<file path="config.mk">
export PLATFORM = sky130hd
export DESIGN_NAME = instruction_fetch_unit
export DESIGN_NICKNAME = d
export VERILOG_FILES = /design/src/rtl/instruction_fetch_unit.sv
export SDC_FILE = /design/constraint.sdc
export NUM_CORES = 1
export LEC_CHECK = 0
export ABC_AREA = 0
export CAP_MARGIN = 20
export CELL_PAD_IN_SITES_DETAIL_PLACEMENT = 0
export CELL_PAD_IN_SITES_GLOBAL_PLACEMENT = 1
export CORE_ASPECT_RATIO = 1.1
export CORE_MARGIN = 3
export CORE_UTILIZATION = 49
export DETAILED_ROUTE_END_ITERATION = 6
export DONT_BUFFER_PORTS = 1
export GPL_TIMING_DRIVEN = 0
export MAX_ROUTING_LAYER = met4
export PLACE_DENSITY = 0.92
export SLEW_MARGIN = 5
export SYNTH_ARGS = -nofsm -noshare
export SYNTH_HDL_FRONTEND = slang
export SYNTH_SLANG_ARGS = --single-unit
</file>
<file path="constraint.sdc">
create_clock -name clk -period 2.5 [get_ports clk]
set_input_delay 0.625 -clock clk [delete_from_list [all_inputs] [get_ports clk]]
set_output_delay 0.625 -clock clk [all_outputs]
set_load 0.05 [all_outputs]
</file>
<file path="src/rtl/instruction_fetch_unit.sv">
// Instruction fetch stage: owns the PC, issues word requests to instruction
// memory with variable wait states, and hands each fetched instruction to
// decode over a valid/ready handshake. Redirects flush any in-flight fetch.
module instruction_fetch_unit #(
    parameter logic [31:0] RESET_PC  = 32'h0040_0000,
    parameter logic [31:0] NOP_INSTR = 32'h0000_0013
) (
    input  logic        clk,
    input  logic        reset,
    output logic        imem_req,
    output logic [31:0] imem_addr,
    input  logic        imem_ready,
    input  logic [31:0] imem_rdata,
    output logic        instr_valid,
    output logic [31:0] instr,
    output logic [31:0] instr_pc,
    input  logic        instr_ready,
    input  logic        redirect_valid,
    input  logic [31:0] redirect_pc,
    output logic        misaligned_err
);

    typedef enum logic [2:0] {
        IDLE,
        REQ,
        HOLD,
        FLUSH,
        HALT
    } state_t;

    state_t      state;
    logic [31:0] pc;
    logic        halt_pending;
    logic        misaligned;
    logic        flush_halt;
    logic [31:0] flush_pc;

    assign misaligned = redirect_valid && (redirect_pc[1:0] != 2'b00);
    // Once a halt is pending, further redirects in FLUSH are irrelevant.
    assign flush_halt = halt_pending || misaligned;
    assign flush_pc   = (redirect_valid && !misaligned) ? redirect_pc : pc;

    // Fetch state machine; every output is registered here.
    always_ff @(posedge clk or negedge reset) begin
        if (!reset) begin
            state          <= IDLE;
            pc             <= RESET_PC;
            halt_pending   <= 1'b0;
            imem_req       <= 1'b0;
            imem_addr      <= RESET_PC;
            instr_valid    <= 1'b0;
            instr          <= NOP_INSTR;
            instr_pc       <= 32'h0000_0000;
            misaligned_err <= 1'b0;
        end else begin
            case (state)
                IDLE: begin
                    if (misaligned) begin
                        misaligned_err <= 1'b1;
                        state          <= HALT;
                    end else begin
                        pc        <= redirect_valid ? redirect_pc : pc;
                        imem_addr <= redirect_valid ? redirect_pc : pc;
                        imem_req  <= 1'b1;
                        state     <= REQ;
                    end
                end

                REQ: begin
                    if (redirect_valid) begin
                        instr_valid <= 1'b0;
                        instr       <= NOP_INSTR;
                        if (misaligned) begin
                            misaligned_err <= 1'b1;
                            if (imem_ready) begin
                                imem_req <= 1'b0;
                                state    <= HALT;
                            end else begin
                                halt_pending <= 1'b1;
                                state        <= FLUSH;
                            end
                        end else begin
                            pc <= redirect_pc;
                            if (imem_ready) begin
                                imem_addr <= redirect_pc;
                                state     <= REQ;
                            end else begin
                                state <= FLUSH;
                            end
                        end
                    end else if (imem_ready) begin
                        instr       <= imem_rdata;
                        instr_pc    <= pc;
                        instr_valid <= 1'b1;
                        pc          <= pc + 32'd4;
                        imem_req    <= 1'b0;
                        state       <= HOLD;
                    end
                end

                HOLD: begin
                    if (redirect_valid) begin
                        instr_valid <= 1'b0;
                        instr       <= NOP_INSTR;
                        if (misaligned) begin
                            misaligned_err <= 1'b1;
                            state          <= HALT;
                        end else begin
                            pc        <= redirect_pc;
                            imem_addr <= redirect_pc;
                            imem_req  <= 1'b1;
                            state     <= REQ;
                        end
                    end else if (instr_ready) begin
                        instr_valid <= 1'b0;
                        instr       <= NOP_INSTR;
                        imem_addr   <= pc;
                        imem_req    <= 1'b1;
                        state       <= REQ;
                    end
                end

                FLUSH: begin
                    if (redirect_valid && !halt_pending) begin
                        if (misaligned) begin
                            misaligned_err <= 1'b1;
                            halt_pending   <= 1'b1;
                        end else begin
                            pc <= redirect_pc;
                        end
                    end
                    if (imem_ready) begin
                        if (flush_halt) begin
                            imem_req <= 1'b0;
                            state    <= HALT;
                        end else begin
                            imem_addr <= flush_pc;
                            state     <= REQ;
                        end
                    end
                end

                HALT: begin
                    imem_req    <= 1'b0;
                    instr_valid <= 1'b0;
                end

                default: begin
                    state    <= IDLE;
                    imem_req <= 1'b0;
                end
            endcase
        end
    end

endmodule

</file>
==> results of run 1 <==
[power groups by stage]
stage	sequential, mW	combinational [mW]	clock [mW]
final	6.46	4.34	2.68
after global routing	6.60	4.76	2.81
after CTS	6.47	4.31	2.71
after detailed placement	6.50	4.29	0
after global placement	6.46	4.11	0
after floorplan	6.21	3.31	0
[how the worst max path moves through the flow]
stage	end	slack, ns	cells after the start
after global placement	imem_addr[7]	-0.28	7
after CTS	pc[26]	0.1	6
after floorplan	imem_addr[10]	0.39	7
after global routing	pc[16]	0.006	7
final	pc[26]	0.19	6
after detailed placement	pc[26]	-0.05	6
[critical path: stages (launching register included)]
cell and delay (ns):
dfrtp_1 0.51, buf_4 0.27, o21bai_2 0.17, a211oi_1 0.71, inv_1 0.18, a311oi_1 0.26
a21oi_1 0.09
[cells by family after synthesis]
| logic type | Yosys count |
|---|---|
| AOI/OAI and AO/OA | 235 |
| muxes | 71 |
| xor gates and xnor gates | 2 |
| buffers and inverters | 74 |
| adders and majority gates | 1 |
| DFF | 135 |
| and+or+nand+nor | 189 |
[placed cells by master, fill, tap and decap left out, drive strengths merged, types with 17 or more instances in the layout]
master,count
inv,17
o21ai,51
clkbuf,31
mux2,33
buf,48
nand2,56
mux2i,38
dfrtp,130
a22o,31
a21oi,56
nor2,67
nand3,17
[metal layers]
layer	track usage [%]	vias up
met1	34.4	3013
met2	44.6	273
met4	10.3	0
li1	-	2650
met5	-	-
met3	7.64	46
[sequential cells by signal, summed over array words and instances (netlist names)]
register / flops
misaligned_err: 1
imem_addr: 32
instr: 32
instr_valid: 1
instr_pc: 32
pc: 32
halt_pending: 1
state: 3
imem_req: 1
[stage by stage]
| stage | cells | TNS, ns | worst slack (ns) | cell area [µm²] |
|---|---|---|---|---|
| after floorplan | 707 | 0 | 0.390 | 7220 |
| after global placement | 895 | -7.97 | -0.282 | 7460 |
| after detailed placement | 896 | -0.0827 | -0.0450 | 7470 |
| after CTS | 928 | 0 | 0.0965 | 8100 |
| after global routing | 930 | 0 | 0.00632 | 8120 |
| final | 930 | 0 | 0.185 | 8120 |
[cell type report]
type                            instances  area [µm²]  share of cell area (%)
Sequential cell                       135        3380                    41.7
Buffer                                 59         353                    4.35
Multi-Input combinational cell        498        3440                    42.3
Tap cell                              188         235                    2.90
Clock inverter                         15         203                    2.50
Clock buffer                           17         425                    5.24
Timing Repair Buffer                    3        26.3                   0.324
Inverter                               15        56.3                   0.693
[repair_timing]
item                                   4_1_cts  5_1_grt
setup buffers                                0        2
gates resized for setup                      1        1
pin swaps                                    0        1
setup endpoints to repair                    2        3
endpoints found under the hold margin      130      130
==> reports/summary.txt, run 1 <==
DRT Pass-1 Iters = 5
Combinational family with the most area after synthesis = compound AO/OA/AOI/OAI gates
Unique masters post-synth = 68
Compound-Gate Fraction of Synth Area = 24.1%
Launching point of the worst reg2reg path = state[0]
Peak supply drop = 743 µV
Gate Count Post-Synth = 707
Post-Route Utilization = 57.5%
Syn Area/Cell = 10.2 µm²
Leak Pwr = 3.49 nW
Clock tree sinks = 135
Critical path launch point type = flip-flop
Adder-Cell Fraction of Synth Area = 0.173%
Ports = 168
Syn Nets = 777
Worst-skew pair later-pin latency = 0.43 ns
First-pass GRT wire length = 34.4 mm
Layout Nets = 799
Largest net degree at the start of global routing = 136
Starting Density = 51.1%
Final setup viols = 0
Layout area overhead = 12.4%
Iteration-0 DRC count of the detailed router = 471
CTS Root Cell = clkbuf_16
Via density = 6.43
HP Class = input pin to async pin
Pwr dens = 1660 nW/µm²
CTS H-tree lvls = 4
Clock Skews = 0.00766 ns
Synth warnings = 0
DR WL/cell = 23.3 µm
Net Sw Power = 6.91 mW
Mux cell area share after synthesis = 10.4%
Critical R2R Capture = pc[26]
Max Used Layer = met4
Status = complete, but fails checks
Die Width = 122 µm
Synthesized flop and latch total = 135
CTS Buffer Depth = 2
Die ar. = 16200 µm²
Critical path launch point = state[0]
Synth Flop Type = dfrtp_1
Simple-gate share of the synthesized area = 12.5%
Core Region = 14100 µm²
Peak fanout along the critical path = 10
Final antenna diode count = 0
WHS = -0.109 ns
Area leader, netlist = dfrtp_1
RSZ-0062 raised after global routing = no
Slew Limit Fails = 0
Cell Area, Synth = 7220 µm²
Failing checks = hold timing
Sw Ratio = 51.2%
Cell row count = 45
Yosys top cell area share = 45.0%
Detailed-routing wirelength on met1 = 8.60 mm
Crit end category = flip-flop
Drt drc = 0
Final wirelength = 21.7 mm
Minimum clock period = 2.31 ns
Least-Margin Pin Slew = 0.796 ns
Maxcap violations = 0
PortBufs = 0
Tot Pwr = 13.5 mW
DP Wirelength = 15.5 mm
Tcrit/Tclk final = 92.6%
Total met3 wirelength after detailed routing = 1.84 mm
GRT Total Usage = 28.1%
Final Hold Vio Count = 130
Synth cell count leaders = dfrtp_1, nor2_1, nand2_1
Placer Congestion = 0.919
Setup CP Type = flip-flop to flip-flop
XOR/XNOR share of the synthesized area = 0.243%
Slew margin rel. = 46.6%
Via count of the first global-routing pass = 6153
Vias after detailed routing = 5982
Comb power frac = 32.2%
Initial antenna violation count = 0
Clock-pin slew on the worst setup and hold paths = 0.06 ns
Post-synth EDFFs = 0
Clock power share = 19.9%
Crit path required time = 2.81 ns
Sequential fraction of the synthesis area = 46.9%
Flop pwr share = 47.9%
# fillers = 1230
Ys async rst share = 100%
CTS tree = built
Die Span Y = 133 µm
Total CTS buffers = 17
Synth top area cells = dfrtp_1, mux2i_1, mux2_2
Internal = 6.58 mW
Top-count cell post-synth = dfrtp_1
Final antenna-violating net count = 0
Achievable Freq = 432 MHz
Met2 routed WL = 10.6 mm
WP data arrival = 2.62 ns
Grt total ovfl = 0
R2R setup slack = 0.19 ns
Ratio of cells with drive above 1 in the final layout = 22.0%
Register-to-Register Path Depth = 6
No activity file was read; power rests on OpenSTA's default activity.
==> run 2: changes to the inputs <==
--- a/config.mk
+++ b/config.mk
@@ -14,7 +14,7 @@
 export CORE_UTILIZATION = 49
 export DETAILED_ROUTE_END_ITERATION = 6
 export DONT_BUFFER_PORTS = 1
-export GPL_TIMING_DRIVEN = 0
+export GPL_TIMING_DRIVEN = 1
 export MAX_ROUTING_LAYER = met4
 export PLACE_DENSITY = 0.92
 export SLEW_MARGIN = 5
==> run 2 against run 1 <==
The run still ends with hold timing left. Final cell count is 2.7% lower. Critical endpoint unchanged. Sequential power increased by 4.0%. Clock power down 3%. Setup slack worse by 0.0096 ns. Non-clock buffer count fell by 25. Clock skew is 0.0027 ns lower.
==> reports/summary.txt, run 2 (synthesis gave the netlist of run 1 again) <==
Status = complete, but fails checks
CTS Root Cell = clkbuf_16
Setup TNS = 0 ns (unchanged)
Die Width = 122 µm (unchanged)
Flop pwr share = 50.8% (+2.9 points)
Final setup viols = 0 (unchanged)
Layout area overhead = 11.5%
DRT Pass-1 Iters = 5 (unchanged)
CTS Buffer Depth = 2 (unchanged)
Clock Skews = 0.00493 ns (-0.00272 ns)
Post-CTS setup buffers = 0 (unchanged)
DR WL/cell = 21.4 µm (-8.3%)
Iteration-0 DRC count of the detailed router = 567 (+20%)
Least-Margin Pin Slew = 0.680 ns (-0.116 ns)
Via density = 6.29 (-2.2%)
# fillers = 1177 (-4.3%)
Tot Pwr = 13.2 mW (-1.9%)
Ports = 168 (unchanged)
Largest net degree at the start of global routing = 136 (unchanged)
Net Sw Power = 6.71 mW (-2.8%)
First-pass GRT wire length = 31.0 mm (-9.7%)
Peak supply drop = 758 µV (+2.1%)
Initial antenna violation count = 0 (unchanged)
Maxcap violations = 0 (unchanged)
HP Class = input pin to async pin
Starting Density = 51.1% (unchanged)
Crit path required time = 2.80 ns (about the same)
Core Region = 14100 µm² (unchanged)
Final antenna diode count = 0 (unchanged)
CTS tree = built
Critical path launch point type = flip-flop
Leak Pwr = 3.45 nW (-1.3%)
GRT Total Usage = 24.8% (-3.3 points)
Setup CP Type = flip-flop to flip-flop
Cell row count = 45 (unchanged)
Ratio of cells with drive above 1 in the final layout = 21.6% (-0.35 points)
Clock power share = 19.7% (-0.2 points)
WP data arrival = 2.62 ns (about the same)
Drt drc = 0 (unchanged)
DP Wirelength = 13.4 mm (-13%)
Final Hold Vio Count = 130 (unchanged)
Leading cell type in the layout, fill and taps excluded = dfrtp_1
Grt total ovfl = 0 (unchanged)
Sw Ratio = 50.8% (-0.47 points)
Tcrit/Tclk final = 93.0% (+0.38 points)
Minimum clock period = 2.32 ns (+0.00960 ns)
Clock tree sinks = 135 (unchanged)
Post-CTS sizing = 0 (-1)
Commonest cells after routing, fill and taps aside = dfrtp_1, nor2_1, nand2_1
WHS = -0.100 ns (+0.00897 ns)
Worst-skew pair later-pin latency = 0.42 ns (about the same)
Via count of the first global-routing pass = 5756 (-6.5%)
Clock-pin slew on the worst setup and hold paths = 0.06 ns (about the same)
Placer Congestion = 0.879 (-4.4%)
Slew margin rel. = 54.7% (+8.1 points)
Final wirelength = 19.3 mm (-11%)
Die ar. = 16200 µm² (unchanged)
Final antenna-violating net count = 0 (unchanged)
Internal = 6.51 mW (-0.97%)
Failing checks = hold timing
Die Span Y = 133 µm (unchanged)
PortBufs = 0 (unchanged)
Crit end category = flip-flop
Achievable Freq = 430 MHz (-0.41%)
Pwr dens = 1640 nW/µm² (-1.2%)
Vias after detailed routing = 5693 (-4.8%)
Total CTS buffers = 17 (unchanged)
Comb power frac = 29.5% (-2.7 points)
Layout Nets = 774 (-3.1%)
CTS H-tree lvls = 4 (unchanged)
RSZ-0062 raised after global routing = no
Peak fanout along the critical path = 7 (-3)
Slew Limit Fails = 0 (unchanged)
-- run 2: cell types whose count changed in the layout (fill, tap and decap cells not counted), sizes merged --
cell / delta
bufinv: -1
clkinvlp: -2
clkbuf: -13
clkinv: +2
buf: -11
-- run 2: power groups by stage --
stage | logic, mW | registers, mW | clock network (mW)
floorplan | 3.31 | 6.21 | 0
global placement | 3.68 | 6.71 | 0
detailed placement | 3.83 | 6.75 | 0
CTS | 3.84 | 6.73 | 2.64
global route | 4.30 | 6.87 | 2.73
finish | 3.90 | 6.72 | 2.61
-- run 2: cell type report --
cell class / count / area (µm²) / share of cell area (%)
clock buffers: 18 / 439 / 5.45
clock inverters: 14 / 175 / 2.17
inverters: 15 / 56.3 / 0.699
multi-input cells: 498 / 3440 / 42.7
flip-flops and latches: 135 / 3380 / 42.0
well taps: 188 / 235 / 2.92
repair buffers: 37 / 323 / 4.01
-- run 2: metal layers --
metal  part of all wire (%)  track usage, %  vias to the layer above
met5                      0               -                        -
met4                    2.5            7.97                        0
met3                    8.1            7.13                       42
met2                     50            40.3                      232
met1                     40            29.9                     2824
li1                       -               -                     2595
-- run 2: stage by stage --
step           cell area (µm²)  setup WS, ns  hold WS (ns)  cells  utilization, %
2_1_floorplan             7220         0.390         0.329    707               -
3_3_place_gp              7410         0.331         0.333    872            52.5
3_5_place_dp              7410         0.217         0.334    872            52.5
4_1_cts                   8030         0.217        -0.112    904            56.8
5_1_grt                   8060        0.0112        -0.111    905            57.0
6_report                  8060         0.176        -0.100    905            57.0
-- run 2: final timing paths --
kind | slack, ns | end | cells after the start | start
setup / recovery | 0.18 | pc[26] | 6 | pc[3]
hold / removal | -0.10 | pc[11] | 0 | reset
setup reg to reg | 0.18 | pc[26] | 6 | pc[3]
hold reg to reg | 0.61 | pc[0] | 2 | pc[0]
max in group asynchronous | 2.34 | instr[4] | 0 | reset
min in group clk | 0.30 | state[0] | 1 | imem_ready
-- run 2: critical path, stage by stage (launching register included) --
cell      delay [ns]
dfrtp_1         0.47
ha_1            0.28
nand4_1         0.21
nor3_2          0.48
nand3_1         0.34
a311oi_1        0.34
a21oi_1         0.09
==> run 3: changes to the inputs <==
--- a/config.mk
+++ b/config.mk
@@ -17,6 +17,7 @@
 export GPL_TIMING_DRIVEN = 1
 export MAX_ROUTING_LAYER = met4
 export PLACE_DENSITY = 0.92
+export REMOVE_ABC_BUFFERS = 1
 export SLEW_MARGIN = 5
 export SYNTH_ARGS = -nofsm -noshare
 export SYNTH_HDL_FRONTEND = slang
==> run 3 against run 2 <==
The flow still finishes with violations (hold timing). Clock power decreased by 7%. Setup slack improved by 0.046 ns. Register-to-register slack improved by 0.05 ns. Critical path type unchanged. Critical path depth unchanged. Combinational power decreased by 3%. Largest power group unchanged. Global-route usage decreased by 0.31 points. Clock skew increased by 0.0062 ns. Flip-flop and latch count unchanged. Routed wire length decreased by 3.0%.
==> reports/summary.txt, run 3 (synthesis gave the netlist of run 1 again) <==
Status = complete, but fails checks
Failing checks = hold timing
HP Class = input pin to async pin
Crit path required time = 2.80 ns (about the same)
Net Sw Power = 6.64 mW (-1.0%)
Vias after detailed routing = 5506 (-3.3%)
Post-Route Utilization = 56.5% (-0.53 points)
Critical path launch point type = flip-flop
Max incr delay on CP = 0.69 ns (+0.21 ns)
Iteration-0 DRC count of the detailed router = 395 (-30%)
Post-CTS setup buffers = 0 (unchanged)
Worst-skew pair later-pin latency = 0.43 ns (about the same)
Final setup viols = 0 (unchanged)
Die Span Y = 133 µm (unchanged)
Clock power share = 18.9% (-0.8 points)
Leading cell type in the layout, fill and taps excluded = dfrtp_1
CTS H-tree lvls = 4 (unchanged)
CTS tree = built
Leak Pwr = 3.39 nW (-1.7%)
Ports = 168 (unchanged)
DP Wirelength = 13.4 mm (-0.16%)
Maxcap violations = 0 (unchanged)
Pwr dens = 1620 nW/µm² (-1.1%)
Placer Congestion = 0.918 (+4.4%)
Achievable Freq = 439 MHz (+2.0%)
Total CTS buffers = 17 (unchanged)
Ratio of cells with drive above 1 in the final layout = 20.8% (-0.77 points)
WP data arrival = 2.58 ns (-0.04 ns)
Critical path launch point = state[1]
Setup CP Type = flip-flop to flip-flop
Commonest cells after routing, fill and taps aside = dfrtp_1, nor2_1, nand2_1
Launching point of the worst reg2reg path = state[1]
Grt total ovfl = 0 (unchanged)
Core Region = 14100 µm² (unchanged)
Tcrit/Tclk final = 91.1% (-1.8 points)
Largest net degree at the start of global routing = 136 (unchanged)
Minimum clock period = 2.28 ns (-0.0456 ns)
Comb power frac = 29.2% (-0.3 points)
GRT Total Usage = 24.5% (-0.31 points)
WHS = -0.106 ns (-0.00562 ns)
Final antenna diode count = 0 (unchanged)
Drt drc = 0 (unchanged)
Clock Skews = 0.0111 ns (+0.00616 ns)
Flop pwr share = 51.9% (+1.1 points)
RSZ-0062 raised after global routing = no
Least-Margin Pin Slew = 0.669 ns (-0.0108 ns)
CTS Buffer Depth = 2 (unchanged)
Setup TNS = 0 ns (unchanged)
Register-to-Register Path Depth = 6 (unchanged)
Final Hold Vio Count = 130 (unchanged)
Via count of the first global-routing pass = 5669 (-1.5%)
Layout area overhead = 10.5%
Peak fanout along the critical path = 15 (+8)
Final antenna-violating net count = 0 (unchanged)
DR WL/cell = 20.9 µm (-2.3%)
Clock-pin slew on the worst setup and hold paths = 0.06 ns (about the same)
# fillers = 1216 (+3.3%)
Crit end category = flip-flop
Peak supply drop = 762 µV (+0.48%)
R2R setup slack = 0.22 ns (+0.05 ns)
Die ar. = 16200 µm² (unchanged)
CP max stage cell = dfrtp_1
Die Width = 122 µm (unchanged)
Clock tree sinks = 135 (unchanged)
Initial antenna violation count = 0 (unchanged)
PortBufs = 0 (unchanged)
Via density = 6.13 (-2.5%)
Sw Ratio = 51.3% (+0.52 points)
First-pass GRT wire length = 30.3 mm (-2.4%)
Internal = 6.31 mW (-3.1%)
FF+latch area = 3380 µm² (unchanged)
Starting Density = 51.1% (unchanged)
Most frequent CP cell = o21ai_0
DRT Pass-1 Iters = 5 (unchanged)
Multi-input logic area = 3440 µm² (about the same)
CTS Root Cell = clkbuf_16
Crit-path cells = buf_4, o21ba_2, o21ai_0, a21o_1, o21ai_0, o311ai_0
Slew margin rel. = 55.3% (+0.58 points)
Final wirelength = 18.8 mm (-3.0%)
Cell row count = 45 (unchanged)
Layout Nets = 767 (-0.90%)
Slew Limit Fails = 0 (unchanged)
run 3: cell types whose count changed in the layout (fill, tap and decap cells not counted), sizes merged:
cell | before | now
bufinv | 3 | 1
buf | 37 | 30
clkbuf | 18 | 19
inv | 17 | 22
clkinvlp | 0 | 2
clkinv | 9 | 3
run 3: layout make-up:
cell class	count	share of cell area (%)
timing repair buffer	30	3.54
inverter	15	0.705
multi-input combinational	498	43.2
clock inverter	13	1.69
sequential	135	42.4
tap	188	2.95
clock buffer	19	5.55
run 3: path summary, 6_finish.rpt:
check | to
setup / recovery | pc[14]
hold / removal | instr_pc[14]
setup reg to reg | pc[14]
hold reg to reg | pc[31]
max in group asynchronous | instr[0]
min in group clk | state[0]
run 3: critical path, delay by kind of cell (launching register included):
kind	cells	cell delay [ns]
AOI/OAI and AO/OA	5	1.20
buffers and inverters	1	0.25
DFF	1	0.69
run 3: power groups by stage:
stage	sequential, mW	clock, mW	combinational (mW)
after floorplan	6.46	0	2.78
after global placement	6.74	0	3.60
after detailed placement	6.76	0	3.76
after CTS	6.74	2.50	3.76
after global routing	6.90	2.60	4.20
final	6.72	2.44	3.79
run 3: metal layers:
metal	global-route usage [%]	vias to the layer above	part of all wire [%]
li1	-	2587	-
met1	29.2	2681	41
met2	39.3	220	49
met3	8.24	18	8.7
met4	7.97	0	1.5
met5	-	-	0
run 3: per-stage QoR:
step                hold slack (ns)  setup WS [ns]  instances  area, µm²  total power, mW
floorplan                     0.329          -1.56        648       6870             9.24
global placement              0.333          0.249        865       7370             10.3
detailed placement            0.333          0.137        865       7370             10.5
CTS                          -0.129          0.136        897       7950             13.0
global route                 -0.131         0.0337        898       7980             13.7
finish                       -0.106          0.221        898       7980             13.0
run 3: what timing repair did:
action                                  CTS  global route
endpoints found under the setup margin    0            31
gates resized for setup                   0             1
hold endpoints to repair                130           130
